`src/rtl/pipeline_ctrl.sv`:
```
// Fetch-side pipeline control: PC redirects, trap insertion and serialising drains.
// All outputs are Mealy; the state, latched trap PC and drain counter are registered.
module pipeline_ctrl #(
   parameter int XLEN        = 32,
   parameter int NSTAGES     = 2,
   parameter int CNT_W       = 8,
   parameter int DRAIN_LIMIT = 64
) (
   input  logic               clk,
   input  logic               rst,
   input  logic               jump,
   input  logic [XLEN-1:0]    jump_pc,
   input  logic               trap_req,
   input  logic [XLEN-1:0]    trap_pc,
   input  logic               serial_req,
   input  logic [NSTAGES-1:0] stage_empty,
   output logic               next_pc_en,
   output logic [XLEN-1:0]    next_pc,
   output logic               bubble_fetch,
   output logic               trap_insert,
   output logic               trap_pending,
   output logic               serial_pending,
   output logic [CNT_W-1:0]   drain_cnt,
   output logic               drain_err
);

   typedef enum logic [1:0] {
      RUN          = 2'd0,
      TRAP_DRAIN   = 2'd1,
      SERIAL_DRAIN = 2'd2
   } state_t;

   localparam logic [CNT_W-1:0] LIMIT_C = CNT_W'(DRAIN_LIMIT);

   state_t            state_q, state_d;
   logic [XLEN-1:0]   trap_pc_q, trap_pc_d;
   logic [CNT_W-1:0]  cnt_q, cnt_d;
   logic              err_q, err_d;

   logic              all_empty;
   logic              en_c;
   logic [XLEN-1:0]   pc_c;
   logic              bubble_c;
   logic              insert_c;

   assign all_empty = &stage_empty;

   always_comb begin
      state_d   = state_q;
      trap_pc_d = trap_pc_q;
      en_c      = 1'b0;
      pc_c      = jump_pc;
      bubble_c  = 1'b0;
      insert_c  = 1'b0;
      case (state_q)
         RUN: begin
            if (trap_req) begin
               if (all_empty && !jump) begin
                  insert_c = 1'b1;
                  en_c     = 1'b1;
                  pc_c     = trap_pc;
               end else begin
                  trap_pc_d = trap_pc;
                  state_d   = TRAP_DRAIN;
                  bubble_c  = 1'b1;
               end
            end else if (serial_req) begin
               state_d  = SERIAL_DRAIN;
               bubble_c = 1'b1;
            end
         end
         TRAP_DRAIN: begin
            // Later trap requests are dropped: the first trap owns the drain.
            bubble_c = 1'b1;
            if (all_empty && !jump) begin
               insert_c = 1'b1;
               en_c     = 1'b1;
               pc_c     = trap_pc_q;
               state_d  = RUN;
            end
         end
         SERIAL_DRAIN: begin
            if (trap_req) begin
               trap_pc_d = trap_pc;
               state_d   = TRAP_DRAIN;
               bubble_c  = 1'b1;
            end else begin
               bubble_c = !all_empty;
               if (all_empty) begin
                  state_d = RUN;
               end
            end
         end
         default: begin
            state_d = RUN;
         end
      endcase
      // A jump always wins the fetch mux and blocks any insert this cycle.
      if (jump) begin
         en_c     = 1'b1;
         pc_c     = jump_pc;
         bubble_c = 1'b1;
         insert_c = 1'b0;
      end
   end

   always_comb begin
      cnt_d = cnt_q;
      if (state_d == RUN || state_d != state_q) begin
         cnt_d = '0;
      end else if (cnt_q != '1) begin
         cnt_d = cnt_q + 1'b1;
      end
      err_d = err_q | ((state_q != RUN) && (cnt_q == LIMIT_C));
   end

   always_ff @(posedge clk) begin
      if (rst) begin
         state_q   <= RUN;
         trap_pc_q <= '0;
         cnt_q     <= '0;
         err_q     <= 1'b0;
      end else begin
         state_q   <= state_d;
         trap_pc_q <= trap_pc_d;
         cnt_q     <= cnt_d;
         err_q     <= err_d;
      end
   end

   assign next_pc_en     = !rst && en_c;
   assign next_pc        = rst ? jump_pc : pc_c;
   assign bubble_fetch   = rst || bubble_c;
   assign trap_insert    = !rst && insert_c;
   assign trap_pending   = !rst && (state_q == TRAP_DRAIN);
   assign serial_pending = !rst && (state_q == SERIAL_DRAIN);
   assign drain_cnt      = rst ? '0 : cnt_q;
   assign drain_err      = !rst && err_q;

endmodule

```
`config.mk`:
```
export PLATFORM = sky130hd
export DESIGN_NAME = pipeline_ctrl
export DESIGN_NICKNAME = d
export VERILOG_FILES = /design/src/rtl/pipeline_ctrl.sv
export SDC_FILE = /design/constraint.sdc
export NUM_CORES = 1
export LEC_CHECK = 0
export CORE_AREA = 2 2 82 84
export CTS_CLUSTER_DIAMETER = 120
export DETAILED_ROUTE_END_ITERATION = 6
export DIE_AREA = 0 0 84 86
export PLACE_DENSITY_LB_ADDON = 0.08
export SLEW_MARGIN = 20
export SYNTH_ARGS = -nofsm -noshare
export SYNTH_HDL_FRONTEND = slang
export SYNTH_SLANG_ARGS = --single-unit
```
`constraint.sdc`:
```
create_clock -name clk -period 4.6 [get_ports clk]
set_input_delay 0.46 -clock clk [delete_from_list [all_inputs] [get_ports clk]]
set_output_delay 0.46 -clock clk [all_outputs]
set_load 0.01 [all_outputs]
```
# [Yosys cells after proc, flatten, opt, wreduce, memory -nomap -nowiden]
# Index checks and enable logic that the tools add are counted.
[totals] ff_bits=43 wordCells=62 output_inout_bits=46
[classes] reduce_logical=19 n_eq_ne=8 bitwise_logic=1 n_addsub=1 muxes=29
[ops] op="32-bit two-way mux" n=8
[ops] op="32-bit case mux with 2 select lines" n=2
[ops] op="2-bit two-way mux" n=6
[ops] op="1-bit two-way mux" n=9
[ops] op="8-bit by 1-bit adder with 8-bit output, second input constant" n=1
[ops] op="8-bit by 7-bit == test with 1-bit output, second input constant" n=1
[ops] op="8-bit two-way mux" n=1
[ops] op="8-bit inequality test, second input constant" n=1
[ops] op="1-bit logical AND" n=7
[ops] op="2-bit inequality test, second input constant" n=3
[ops] op="2-bit case mux with 3 select lines" n=1
[ops] op="2-bit zero test" n=2
[ops] op="4-bit AND reduction" n=1
[ops] op="2-bit nonzero test" n=2
[ops] op="1-bit zero test" n=3
[ops] op="1-bit case mux with 3 select lines" n=1
[ops] op="2-bit by 1-bit == test with 1-bit output, second input constant" n=1
[ops] op="2-bit == test, second input constant" n=1
[ops] op="1-bit logical OR" n=2
[ops] op="2-bit inequality test" n=1
[ops] op="1-bit case mux with 2 select lines" n=1
[ops] op="2-bit AND reduction" n=1
[ops] op="2-bit OR reduction" n=1
[ops] op="1-bit OR" n=1

# [Logic depth before layout (Yosys ltp)]
[depth] word_depth=8 ltp_mapped=6

# [Least setup slack after synthesis]
# No wires, ideal clock.
[synth_timing] kind="in2out" startpoint="input port rst" endpoint="output port next_pc[10]" t_required_ps=4140 setup_slack_ps=2526 stages=6 arrival_time_ps=1614 path_buffers=3 cell_sequence="buf_2 nand2b_1 buf_2 clkbuf_1 o32a_1 o221a_1"
[synth_between] elab_chain_len=1
[synth_lines] element="from (decl)" line_no="10" text="input logic rst,"
[synth_lines] element="32-bit two-way mux" line_no="132" text="assign next_pc = rst ? jump_pc : pc_c;"
[synth_lines] element="to (decl)" line_no="18" text="output logic [XLEN-1:0] next_pc,"
# No other way between the ends.

# [Worst setup path in the final report]
[layout_timing] startpoint="input port stage_empty[1]" endpoint="output port bubble_fetch"
[layout_between] elab_chain_len=7 elab_cells_between_ends=9 classes_between="5 x mux; 4 x reduce/logical"
[layout_lines] element="from (decl)" line_no="16" text="input logic [NSTAGES-1:0] stage_empty,"
[layout_lines] element="2-bit AND reduction (*)" line_no="46" text="assign all_empty = &stage_empty;"
[layout_lines] element="1-bit logical AND" line_no="58" text="if (all_empty && !jump) begin"
[layout_lines] element="1-bit two-way mux" line_no="58"
[layout_lines] element="1-bit two-way mux" line_no="57" text="if (trap_req) begin"
[layout_lines] element="1-bit case mux with 3 select lines (*)" line_no="55" text="case (state_q)"
[layout_lines] element="1-bit two-way mux (*)" line_no="99" text="if (jump) begin"
[layout_lines] element="1-bit logical OR (*)" line_no="133" text="assign bubble_fetch = rst || bubble_c;"
[layout_lines] element="to (decl)" line_no="19" text="output logic bubble_fetch,"
# Every way passes the cells marked *; elsewhere a longest branch is shown, timed or not.

==> reports/qor_table.md <==
| Item | This run | Unit |
| --- | --- | --- |
| Outcome | completed | - |
| Iter 0 DRT Violations | 221 | - |
| Buffers added on ports | 116 | - |
| Share of layout cells above drive strength 1 | 0.05467 | - |
| Count of endpoints failing setup in the final report | 0 | - |
| Wire length the detailed router placed on met1 | 4017 | um |
| Clock tree buffer depth | 2 | - |
| Width of the chip | 84 | um |
| Initial core utilization | 0.4764 | - |
| #FFs+latches synth | 43 | - |
| Number of nets produced by synthesis | 426 | - |
| Drt via density | 6.116 | - |
| Antenna violations before repair | 0 | - |
| Total negative slack for setup checks | 0 | ns |
| Final critical-path required period | 3.358 | ns |
| DR DRC count | 0 | - |
| Final design instance area without fill | 0.004198 | mm^2 |
| Summed instance area of the synthesized netlist | 0.002990 | mm^2 |
| Number of instances resized during post-cts repair | 0 | - |
| Largest net degree at the start of global routing | 66 | - |
| Family of cells with the greatest summed delay on the critical path | buffers and inverters | - |
| Number of global-route vias before repair | 2990 | - |
| Leakage Power | 1.353 | nW |
| Highest metal layer with signal wires | met4 | - |
| Total length of routed met2 wires | 4024 | um |
| Via count | 3156 | - |
| Setup repair after global routing missed its margin | false | - |
| HPWL after detailed placement | 5609 | um |
| Total of fill cells in the finished design | 545 | - |
| Top cells by count, synth | dfxtp_1, a21oi_1, o21ai_0 | - |
| Cell with the largest stage delay on the worst path | nor4bb_4 | - |
| Fraction of synthesis flops using an asynchronous set or reset pin | 0 | - |
| Layout area overhead | 40.38 | % |
| Relative slew margins | 0.2862 | - |
| Global-route usage over all layers | 0.2330 | - |
| Unique cell type count in the Yosys netlist | 40 | - |
| CTS Buf Count | 5 | - |
| Hold WC Path Type | reg2reg | - |
| CTS sink count | 43 | - |
| Post-detailed-route count of antenna-violating nets | 0 | - |
| Share of the synthesized area in the top cell type | 0.2879 | - |
| TritonCTS clock tree | done | - |
| Avg Inst Size Synth | 8.471 | um^2 |
| Critical path data required time | 4.14 | ns |
| Largest area contributor in the synthesized netlist | dfxtp_1 | - |
| Overall routed net length | 8607 | um |
| Critical path class | in2out | - |
| Arrival time reported for the critical path endpoint | 2.90 | ns |
| Highest clock rate | 0.2978 | GHz |
| Gate Count Post-Synth | 353 | - |
| Floorplan row count | 29 | - |
| Slack of the worst reg-to-reg path | 2.55 | ns |
| Max-cap violation count | 0 | - |
| Sequential-to-total area share from yosys stat | 0.2879 | - |
| PD cells | 218.4 | mW/mm^2 |
| Tightest Pin Transition | 1.071 | ns |
| Final hold violation count | 0 | - |
| Most instantiated flip-flop cell in the synthesis netlist | dfxtp_1 | - |
| CTS H-Tree Depth | 2 | - |
| Global-route wire length before repair | 14270 | um |
| Routed met3 length | 502 | um |
| DIE HEIGHT | 86 | um |
| Wire per inst | 16.68 | um |
| Area inside the core boundary | 0.006277 | mm^2 |
| Number of pins with negative max-slew slack in the final report | 0 | - |
| Post-CTS setup buffer count | 0 | - |
| Kind of start point of the critical path | input pin | - |
| Final worst-path cycle share | 0.7301 | - |
| CP bufs+invs | 3 | - |
| EDFF count, synth | 0 | - |
| Worst-path fanout max | 39 | - |
| Ranking of synthesized cells by area | dfxtp_1, o221a_1, or3b_1 | - |
| Library cell with the highest instance count after synthesis | dfxtp_1 | - |
| Cell Area, Placed | 0.004110 | mm^2 |
| IO Pins | 117 | - |
| Clock tree root buffer cell | clkbuf_8 | - |
| Cells traversed along the worst timing path | clkdlybuf4s50_1 -> nor4bb_4 -> buf_4 -> o221ai_1 -> clkdlybuf4s50_1 | - |
| Final Wtd Congestion | 0.8417 | - |
| Hold_buf cts | 0 | - |
| Pre-antenna DRT Iters | 5 | - |
| Crit. End Element | output pin | - |
| Total gr overflow | 0 | - |
| Final #Nets | 512 | - |
| Final antenna diode count | 0 | - |
| Peak ir drop on the vdd network | 0.1444 | mV |
| Clock Skew | 0.005040 | ns |
| Syn. warnings | 0 | - |
| Clk pin slew, worst setup/hold paths | 0.07 | ns |
| Latest clock arrival within the worst-skew pair | 0.29 | ns |
| Critical path's most frequent cell | clkdlybuf4s50_1 | - |
| Max incr delay on CP | 0.76 | ns |
| Full die area | 0.007224 | mm^2 |
kinds of logic after synthesis:
kind of cell,synth area share
compound gates,0.3674
simple gates,0.2607
buf+inv,0.07573
fa+ha+maj,0.008367
flops,0.2879
flip-flops by register name, indices dropped and copies added, names as in the netlist:
| name | cells |
|---|---|
| trap_pc_q | 32 |
| cnt_q | 8 |
| state_q | 2 |
| err_q | 1 |
power breakdown:
part	leakage, nW	internal [mW]	switching [mW]
Combinational	0.955	0.156	0.117
Clock	0.0470	0.118	0.124
Sequential	0.352	0.391	0.0112
metal layers:
layer | vias to the layer above | global-route usage
met5 | - | 0
met3 | 6 | 0.04909
met1 | 1473 | 0.3154
li1 | 1580 | -
met4 | 0 | 0.04985
met2 | 97 | 0.3855
metrics by stage:
step | utilization | hold slack (ns) | setup WS, ns | total power [mW] | std cells
2_1_floorplan | - | 0.4490 | 2.526 | 0.5453 | 353
3_3_place_gp | 0.6548 | 0.4555 | 1.292 | 0.6782 | 509
3_5_place_dp | 0.6548 | 0.4619 | 1.240 | 0.6824 | 509
4_1_cts | 0.6687 | 0.4726 | 1.234 | 0.9214 | 516
5_1_grt | 0.6687 | 0.4980 | 1.053 | 0.9647 | 516
6_report | 0.6687 | 0.4718 | 1.242 | 0.9168 | 516
placed cells by master (no fill, tap or decap), types with 7 or more instances in the layout:
cell,instances
nor2_1,7
buf_4,8
o32a_1,25
a221o_1,7
or3b_1,32
or3_1,26
o221a_1,25
clkdlybuf4s50_1,115
a21boi_0,7
nor2b_1,11
dfxtp_1,43
a21oi_1,41
nor3_1,10
o21ai_0,33
worst register-to-register path, cell delays in order, from the launching register on:
cell and delay (ns):
dfxtp_1 0.45, nor4bb_4 0.78, buf_4 0.43, o21ai_0 0.14
a21oi_1 0.17
layout make-up:
type	count	area (um^2)	share of cell area
Clock buffer	6	82.58	0.01967
Multi-Input combinational cell	262	1926	0.4587
Timing Repair Buffer	124	1216	0.2897
Inverter	3	11.26	0.002683
Clock inverter	1	5.005	0.001192
Sequential cell	43	860.8	0.2051
Tap cell	77	96.34	0.02295
path summary, 6_finish.rpt:
path	start	to	depth (start not counted)
worst max-delay path	stage_empty[1]	bubble_fetch	5
worst min-delay path	trap_pc_q[7]$_SDFFE_PP0P_	trap_pc_q[7]$_SDFFE_PP0P_	2
worst max register to register	state_q[1]$_SDFF_PP0_	trap_pc_q[18]$_SDFFE_PP0P_	4
worst min register to register	trap_pc_q[7]$_SDFFE_PP0P_	trap_pc_q[7]$_SDFFE_PP0P_	2
No activity file was read; power rests on OpenSTA's default activity.
